--- config.mk ---
export PLATFORM = sky130hd
export DESIGN_NAME = alu_operand_stage
export DESIGN_NICKNAME = d
export VERILOG_FILES = /design/src/rtl/alu_operand_stage.sv
export SDC_FILE = /design/constraint.sdc
export NUM_CORES = 1
export LEC_CHECK = 0
export CAP_MARGIN = 0
export CORE_MARGIN = 10
export CORE_UTILIZATION = 50
export CTS_BUF_LIST = sky130_fd_sc_hd__clkbuf_16
export CTS_CLUSTER_DIAMETER = 30
export DETAILED_ROUTE_END_ITERATION = 7
export PLACE_DENSITY = 0.87
export SLEW_MARGIN = 20
export SYNTH_ARGS = -nofsm -noshare
export SYNTH_HDL_FRONTEND = slang
export SYNTH_SLANG_ARGS = --single-unit
export TNS_END_PERCENT = 30
--- constraint.sdc ---
create_clock -name clk -period 8.18 [get_ports clk]
set_input_delay 1.636 -clock clk [delete_from_list [all_inputs] [get_ports clk]]
set_output_delay 1.636 -clock clk [all_outputs]
set_load 0.05 [all_outputs]
--- src/rtl/alu_operand_stage.sv ---
// ID/EX operand slot ahead of the ALU: registers decoded operands/control behind a
// single-entry valid/ready handshake and forwards EX/MEM and MEM/WB results into SrcA/SrcB.
module alu_operand_stage #(
  parameter int XLEN       = 32,
  parameter int REG_ADDR_W = 5
) (
  input  logic                  clk,
  input  logic                  reset,
  input  logic                  InValid,
  output logic                  InReady,
  input  logic                  Flush,
  input  logic [XLEN-1:0]       RD1,
  input  logic [XLEN-1:0]       RD2,
  input  logic [XLEN-1:0]       PCIn,
  input  logic [XLEN-1:0]       ImmExtIn,
  input  logic [REG_ADDR_W-1:0] Rs1In,
  input  logic [REG_ADDR_W-1:0] Rs2In,
  input  logic [REG_ADDR_W-1:0] RdIn,
  input  logic                  ALUSrcAIn,
  input  logic                  ALUSrcBIn,
  input  logic [3:0]            ALUControlIn,
  input  logic                  RegWriteIn,
  input  logic                  MemRegWrite,
  input  logic [REG_ADDR_W-1:0] MemRd,
  input  logic [XLEN-1:0]       MemResult,
  input  logic                  WbRegWrite,
  input  logic [REG_ADDR_W-1:0] WbRd,
  input  logic [XLEN-1:0]       WbResult,
  output logic                  OutValid,
  input  logic                  OutReady,
  output logic [XLEN-1:0]       SrcA,
  output logic [XLEN-1:0]       SrcB,
  output logic [3:0]            ALUControl,
  output logic [XLEN-1:0]       StoreData,
  output logic [REG_ADDR_W-1:0] RdOut,
  output logic                  RegWriteOut
);

  logic                  valid_q,     valid_d;
  logic [XLEN-1:0]       rs1_val_q,   rs1_val_d;
  logic [XLEN-1:0]       rs2_val_q,   rs2_val_d;
  logic [XLEN-1:0]       pc_q,        pc_d;
  logic [XLEN-1:0]       imm_q,       imm_d;
  logic [REG_ADDR_W-1:0] rs1_idx_q,   rs1_idx_d;
  logic [REG_ADDR_W-1:0] rs2_idx_q,   rs2_idx_d;
  logic [REG_ADDR_W-1:0] rd_q,        rd_d;
  logic                  src_a_sel_q, src_a_sel_d;
  logic                  src_b_sel_q, src_b_sel_d;
  logic [3:0]            alu_ctrl_q,  alu_ctrl_d;
  logic                  reg_write_q, reg_write_d;

  logic            load;
  logic            stall;
  logic [XLEN-1:0] fwd_a;
  logic [XLEN-1:0] fwd_b;

  // MEM/WB value for a register if write-back is retiring it this cycle; x0 never matches.
  function automatic logic [XLEN-1:0] wb_pick(
    input logic [REG_ADDR_W-1:0] idx,
    input logic [XLEN-1:0]       dflt,
    input logic                  wb_we,
    input logic [REG_ADDR_W-1:0] wb_rd,
    input logic [XLEN-1:0]       wb_res
  );
    if (wb_we && (wb_rd == idx) && (idx != '0)) return wb_res;
    return dflt;
  endfunction

  // Youngest producer wins: EX/MEM first, then MEM/WB, then the held operand.
  function automatic logic [XLEN-1:0] fwd_pick(
    input logic [REG_ADDR_W-1:0] idx,
    input logic [XLEN-1:0]       held,
    input logic                  mem_we,
    input logic [REG_ADDR_W-1:0] mem_rd,
    input logic [XLEN-1:0]       mem_res,
    input logic                  wb_we,
    input logic [REG_ADDR_W-1:0] wb_rd,
    input logic [XLEN-1:0]       wb_res
  );
    if (idx == '0) return held;
    if (mem_we && (mem_rd == idx)) return mem_res;
    return wb_pick(idx, held, wb_we, wb_rd, wb_res);
  endfunction

  assign InReady = !valid_q || OutReady;

  always_comb begin
    load  = InValid && InReady && !Flush;
    stall = valid_q && !OutReady;

    valid_d     = valid_q;
    rs1_val_d   = rs1_val_q;
    rs2_val_d   = rs2_val_q;
    pc_d        = pc_q;
    imm_d       = imm_q;
    rs1_idx_d   = rs1_idx_q;
    rs2_idx_d   = rs2_idx_q;
    rd_d        = rd_q;
    src_a_sel_d = src_a_sel_q;
    src_b_sel_d = src_b_sel_q;
    alu_ctrl_d  = alu_ctrl_q;
    reg_write_d = reg_write_q;

    if (Flush)         valid_d = 1'b0;
    else if (load)     valid_d = 1'b1;
    else if (OutReady) valid_d = 1'b0;

    if (load) begin
      rs1_val_d   = wb_pick(Rs1In, RD1, WbRegWrite, WbRd, WbResult);
      rs2_val_d   = wb_pick(Rs2In, RD2, WbRegWrite, WbRd, WbResult);
      pc_d        = PCIn;
      imm_d       = ImmExtIn;
      rs1_idx_d   = Rs1In;
      rs2_idx_d   = Rs2In;
      rd_d        = RdIn;
      src_a_sel_d = ALUSrcAIn;
      src_b_sel_d = ALUSrcBIn;
      alu_ctrl_d  = ALUControlIn;
      reg_write_d = RegWriteIn;
    end else if (stall) begin
      // A producer retiring while we wait would otherwise leave a stale operand behind.
      rs1_val_d = wb_pick(rs1_idx_q, rs1_val_q, WbRegWrite, WbRd, WbResult);
      rs2_val_d = wb_pick(rs2_idx_q, rs2_val_q, WbRegWrite, WbRd, WbResult);
    end
  end

  // ---- slot register ----
  always_ff @(posedge clk or posedge reset) begin
    if (reset) begin
      valid_q     <= 1'b0;
      rs1_val_q   <= '0;
      rs2_val_q   <= '0;
      pc_q        <= '0;
      imm_q       <= '0;
      rs1_idx_q   <= '0;
      rs2_idx_q   <= '0;
      rd_q        <= '0;
      src_a_sel_q <= 1'b0;
      src_b_sel_q <= 1'b0;
      alu_ctrl_q  <= 4'b0000;
      reg_write_q <= 1'b0;
    end else begin
      valid_q     <= valid_d;
      rs1_val_q   <= rs1_val_d;
      rs2_val_q   <= rs2_val_d;
      pc_q        <= pc_d;
      imm_q       <= imm_d;
      rs1_idx_q   <= rs1_idx_d;
      rs2_idx_q   <= rs2_idx_d;
      rd_q        <= rd_d;
      src_a_sel_q <= src_a_sel_d;
      src_b_sel_q <= src_b_sel_d;
      alu_ctrl_q  <= alu_ctrl_d;
      reg_write_q <= reg_write_d;
    end
  end

  // ---- forwarding and operand select ----
  always_comb begin
    fwd_a = fwd_pick(rs1_idx_q, rs1_val_q, MemRegWrite, MemRd, MemResult,
                     WbRegWrite, WbRd, WbResult);
    fwd_b = fwd_pick(rs2_idx_q, rs2_val_q, MemRegWrite, MemRd, MemResult,
                     WbRegWrite, WbRd, WbResult);
  end

  assign OutValid    = valid_q;
  assign SrcA        = src_a_sel_q ? pc_q  : fwd_a;
  assign SrcB        = src_b_sel_q ? imm_q : fwd_b;
  assign StoreData   = fwd_b;
  assign ALUControl  = alu_ctrl_q;
  assign RdOut       = rd_q;
  assign RegWriteOut = reg_write_q && valid_q;

endmodule

==> impl_metrics.json, run 1 <==
{
  "yosys-top-cells-count": "385 x nand2_1, 151 x dfrtp_1, 91 x mux2i_1",
  "max_freq_mhz": 146.3,
  "yosysWarnings": 0,
  "hold_path.class": "reg2reg",
  "startpoint_type": "primary input",
  "htreeDepth": 4,
  "skew_ps": 13.13,
  "slew_viol_final": 0,
  "synth_top_area_share_pct": 38.33,
  "syn_avg_cell_area_um2": 8.020,
  "num_vias": 10780,
  "die_h_um": 160.4,
  "initial_core_util_pct": 50.81,
  "drive_gt1_share_pct": 4.664,
  "cts-buffers-inserted": 17,
  "drtAntennaViolNets": 0,
  "synth_top_family_by_area": "compound AO/OA/AOI/OAI gates",
  "vias_per_cell": 6.074,
  "die-area_um2": 25730,
  "root_buffer": "clkbuf_16",
  "grt_max_degree": 98,
  "r2r_start": "rs1_idx_q[1]",
  "nets": 1719,
  "yosys.area_share.simple_pct": 19.47,
  "cp_max_fo": 23,
  "cts_tree": "built",
  "status": "complete, no violations",
  "overflow": 0,
  "finalCriticalPeriod_ps": 6836,
  "yosys_register_bits": 151,
  "antenna_found_initial": 6,
  "synth.most_common_cell": "nand2_1",
  "drc": 0,
  "ir_worst_vdd_mv": 0.1955,
  "setup_viol": 0,
  "syn_to_final_growth_pct": 40.70,
  "fin_crit_sh_pct": 83.57,
  "crit_start": "WbRd[1]",
  "nFillCells": 1518,
  "netlist_area_um2": 9857,
  "synth_adder_area_share_pct": 0,
  "synthFlopType": "dfrtp_1",
  "p_per_area_nw_per_um2": 236.0,
  "drt_wl_total_mm": 39.72,
  "cts_hold_buffers": 0,
  "routedWlPerCell_um": 22.39,
  "placement_rows": 51,
  "r2r_slack_ps": 4990,
  "crit_end": "SrcB[14]",
  "path_clk_slew_ps": 60,
  "grt_usage_pct": 29.46,
  "synth_edf_count": 0,
  "p_leak_uw": 0.005930,
  "cts_setup_buffers": 0,
  "fin_setup_tns_ps": 0,
  "maxCapViolCount": 0,
  "io_buffers": 338,
  "async_flop_share_pct": 100.0,
  "first_iter_violations": 1061,
  "endpoint_kind": "output pin",
  "yosysUniqueCellTypes": 42,
  "worst_r2r_endpoint": "rs1_val_q[6]",
  "fin_cells": 1774,
  "r2r_cells": 7,
  "io_pins": 339,
  "ys_seq_area_share_pct": 38.33,
  "core_um2": 19400,
  "syn-instance-count": 1229,
  "tightest_slew_ps": 1202,
  "synthTopCellsByArea": "dfrtp_1 38%, nand2_1 15%, mux2i_1 9.2%",
  "worstPathRequired_ps": 6540,
  "syn_nets": 1460,
  "crit_type": "in2out",
  "dp_hpwl_mm": 27.04,
  "relSlewSlack_pct": 19.70,
  "finalCoreUtilization_pct": 71.49,
  "post_cts_resized": 0,
  "crit_arrival_ps": 5200,
  "hold_viol": 0,
  "dpl.cell_count": 1734,
  "detail_route.first_pass.iterations": 6,
  "synth_compound_area_share_pct": 23.76,
  "die_w_um": 160.4,
  "clkLatencyLatePin_ps": 430,
  "cts_sinks": 151,
  "grt_pass1_wl_mm": 60.76,
  "rsz0062_at_grt": "false",
  "place.gp.congestion": 0.9140,
  "grt_pass1_vias": 10730,
  "synth_top_area_cell": "dfrtp_1",
  "muxShareOfSynthArea_pct": 9.241,
  "synthXorXnorAreaFrac_pct": 2.488,
  "cts_buffer_depth": 2
}
## kinds of logic after synthesis
logic type      Yosys count
compound gates          328
simple gates            479
buf+inv                 152
mux                      91
flops                   151
xor+xnor                 28
## cell type report
class                   instances  area, µm²  share of cell area (%)
diodes                          8      20.02                  0.1444
clock buffers                  17      425.4                   3.067
clock inverters                15      161.4                   1.164
inverters                      37      143.9                   1.038
multi-input cells             926       5495                   39.62
flip-flops and latches        151       3785                   27.29
well taps                     265      331.6                   2.391
repair buffers                355       3506                   25.28
## how the worst min path moves through the flow
stage / end / depth (start not counted) / start / slack [ps]
2_1_floorplan: reg_write_q / 2 / reg_write_q / 440
3_3_place_gp: reg_write_q / 2 / reg_write_q / 450
3_5_place_dp: imm_q[26] / 2 / imm_q[26] / 460
4_1_cts: ALUControl[1] / 2 / ALUControl[1] / 480
5_1_grt: RdOut[2] / 2 / RdOut[2] / 490
6_report: RdOut[2] / 2 / RdOut[2] / 480
## cells in the final DEF (no fill, tap or decap), drive strengths merged, types with 4 or more instances in the layout
master / instances
mux2i: 91
clkbuf: 17
xnor2: 18
o31ai: 33
a221o: 4
dfrtp: 151
nor2: 38
o21ai: 94
a211oi: 32
o21a: 32
clkinvlp: 4
or2: 4
diode: 8
buf: 18
nor3: 34
clkdlybuf4s50: 337
nor3b: 5
inv: 39
clkinv: 6
o221ai: 33
xor2: 10
a21oi: 31
nand2: 385
o2111a: 32
a22oi: 32
## where the power goes
part / internal [µW] / switching (µW) / total, µW
clock network: 475 / 332 / 807
registers: 863 / 121 / 984
logic: 533 / 951 / 1480
total: 1870 / 1400 / 3270
## registers in the layout, summed over array words and instances, names as in the netlist
signal	flops
imm_q	32
reg_write_q	1
pc_q	32
ALUControl	4
src_a_sel_q	1
rs1_val_q	32
src_b_sel_q	1
rs2_idx_q	5
RdOut	5
rs2_val_q	32
OutValid	1
rs1_idx_q	5
## per-stage QoR
step / setup slack, ps / instance area (µm²) / power, µW / hold WS [ps]
detailed placement: 1455 / 13260 / 2462 / 461.5
finish: 1344 / 13870 / 3274 / 476.3
global placement: 1504 / 13260 / 2435 / 449.3
global route: 1225 / 13860 / 3400 / 494.3
CTS: 1450 / 13850 / 3269 / 478.5
floorplan: 2479 / 9857 / 1905 / 438.0
## routing by layer
layer	global-route usage, %	part of all wire, %	vias to the layer above
met3	9.254	10	112
met4	14.57	4.2	0
met5	0	0	-
met1	35.24	38	5077
li1	-	-	4828
met2	47.02	47	758
## critical path: stages
cell and delay, ps:
clkdlybuf4s50_1 620, xnor2_1 150, nand4_1 240, nor2_4 970
buf_4 360, mux2i_1 120, o31ai_1 230, clkdlybuf4s50_1 860
No activity file was read; power rests on OpenSTA's default activity.
==> inputs of run 2 (changes only) <==
--- a/config.mk
+++ b/config.mk
@@ -7,11 +7,11 @@
 export LEC_CHECK = 0
 export CAP_MARGIN = 0
 export CORE_MARGIN = 10
-export CORE_UTILIZATION = 50
+export CORE_UTILIZATION = 47
 export CTS_BUF_LIST = sky130_fd_sc_hd__clkbuf_16
 export CTS_CLUSTER_DIAMETER = 30
 export DETAILED_ROUTE_END_ITERATION = 7
-export PLACE_DENSITY = 0.87
+export PLACE_DENSITY = 0.83
 export SLEW_MARGIN = 20
 export SYNTH_ARGS = -nofsm -noshare
 export SYNTH_HDL_FRONTEND = slang
==> constraint.sdc (replaced) <==
create_clock -name clk -period 6.9 [get_ports clk]
set_input_delay 1.38 -clock clk [delete_from_list [all_inputs] [get_ports clk]]
set_output_delay 1.38 -clock clk [all_outputs]
set_load 0.05 [all_outputs]
==> run 2 against run 1 <==
Effect of this change: hold slack better by 1.4 ps; non-clock buffer count up 1; die area up 5.6%; largest cell class unchanged; largest power group unchanged; highest routed layer is now met5.
==> impl_metrics.json, run 2 (same netlist as run 1, synthesis figures left out) <==
{
  "status": "complete, no violations",
  "slew_viol_final": 0,
  "die_h_um": 164.8,
  "nets": 1720,
  "grt_pass1_vias": 10660,
  "finalCriticalPeriod_ps": 6071,
  "p_per_area_nw_per_um2": 279.1,
  "worstPathRequired_ps": 5520,
  "dp_hpwl_mm": 27.87,
  "cts_hold_buffers": 0,
  "fin_crit_sh_pct": 87.99,
  "post_cts_resized": 0,
  "routedWlPerCell_um": 22.78,
  "num_vias": 10580,
  "die_w_um": 164.8,
  "drtAntennaViolNets": 0,
  "io_pins": 339,
  "first_iter_violations": 1146,
  "htreeDepth": 4,
  "rsz0062_at_grt": "false",
  "fin_setup_tns_ps": 0,
  "drive_gt1_share_pct": 4.797,
  "skew_ps": 12.34,
  "power_uw": 3881,
  "max_freq_mhz": 164.7,
  "finalCoreUtilization_pct": 68.07,
  "maxCapViolCount": 0,
  "cts_tree": "built",
  "overflow": 0,
  "cp_max_fo": 13,
  "detail_route.first_pass.iterations": 6,
  "setup_viol": 0,
  "antenna_found_initial": 7,
  "grt_max_degree": 95,
  "tightest_slew_ps": 1065,
  "endpoint_kind": "output pin",
  "cts_sinks": 151,
  "grt_pass1_wl_mm": 61.42,
  "cts-buffers-inserted": 17,
  "clkLatencyLatePin_ps": 430,
  "crit_arrival_ps": 4690,
  "crit_type": "in2out",
  "grt_usage_pct": 28.85,
  "nFillCells": 1708,
  "cts_buffer_depth": 2,
  "io_buffers": 338,
  "startpoint_type": "primary input",
  "relSlewSlack_pct": 28.86,
  "seq_area_um2": 3785,
  "placement_rows": 52,
  "die-area_um2": 27160,
  "place.gp.congestion": 0.9040,
  "multiInputGateArea_um2": 5513,
  "core_um2": 20430,
  "layout_commonest_cell": "nand2_1",
  "path_clk_slew_ps": 70,
  "vias_per_cell": 5.950,
  "hold_path.class": "reg2reg",
  "hold_viol": 0,
  "layout_common_cells": "385 x nand2_1, 337 x clkdlybuf4s50_1, 148 x dfrtp_1, 91 x mux2i_1, 80 x o21ai_0",
  "p_leak_uw": 0.005970,
  "syn_to_final_growth_pct": 41.09,
  "root_buffer": "clkbuf_16",
  "drc": 0,
  "drt_wl_total_mm": 40.50,
  "initial_core_util_pct": 48.25,
  "ir_worst_vdd_mv": 0.1533,
  "cts_setup_buffers": 0
}
## run 2: changes by cell type in the layout (fill, tap and decap cells not counted), sizes merged
| cell | change |
|---|---|
| buf | +1 |
| clkinv | +1 |
| clkinvlp | -3 |
| diode | -1 |
| inv | +1 |
## run 2: per-stage QoR
stage | hold slack, ps | setup WS [ps] | std cells | area, µm²
after floorplan | 438.0 | 1455 | 1229 | 9857
final | 477.6 | 828.8 | 1778 | 13910
after detailed placement | 462.4 | 872.2 | 1740 | 13290
after CTS | 476.2 | 896.8 | 1771 | 13870
after global routing | 491.9 | 771.0 | 1776 | 13900
after global placement | 455.3 | 981.5 | 1740 | 13290
## run 2: layer usage
layer  wire (µm)  global-route usage, %  vias to the layer above  share of wire [%]
met5          13                      0                        -              0.032
met4        1340                  11.55                        2                3.3
met3        4652                  8.613                       88                 11
met2       19180                  47.07                      667                 47
met1       15320                  35.01                     4989                 38
li1            -                      -                     4833                  -
## run 2: layout make-up
class	instances	area share, %
Sequential cell	151	27.22
Antenna cell	7	0.1260
Clock inverter	14	1.143
Inverter	37	1.035
Clock buffer	17	3.059
Multi-Input combinational cell	926	39.64
Tap cell	270	2.429
Timing Repair Buffer	356	25.35
## run 2: where the power goes
group          switching (µW)  internal (µW)
Sequential                129           1020
Clock                     384            564
Combinational            1150            633
Total                    1660           2220
## run 2: path summary, 6_finish.rpt
kind                                      end  cells after the start      from  slack [ps]
max in group asynchronous         src_b_sel_q                      3     reset        3910
min in group asynchronous            RdOut[1]                      2     reset        1480
worst max register to register   rs1_val_q[5]                      7  OutValid        3800
worst max-delay path            StoreData[19]                      8   WbRd[1]         830
worst min register to register       RdOut[1]                      2  RdOut[1]         480
worst min-delay path                 RdOut[1]                      2  RdOut[1]         480
## run 2: critical path, cell delays in order
cell	delay, ps
clkdlybuf4s50_1	630
xnor2_1	160
nand4_1	240
nor2_4	570
buf_4	390
mux2i_1	140
o21ai_0	280
clkdlybuf4s50_1	870
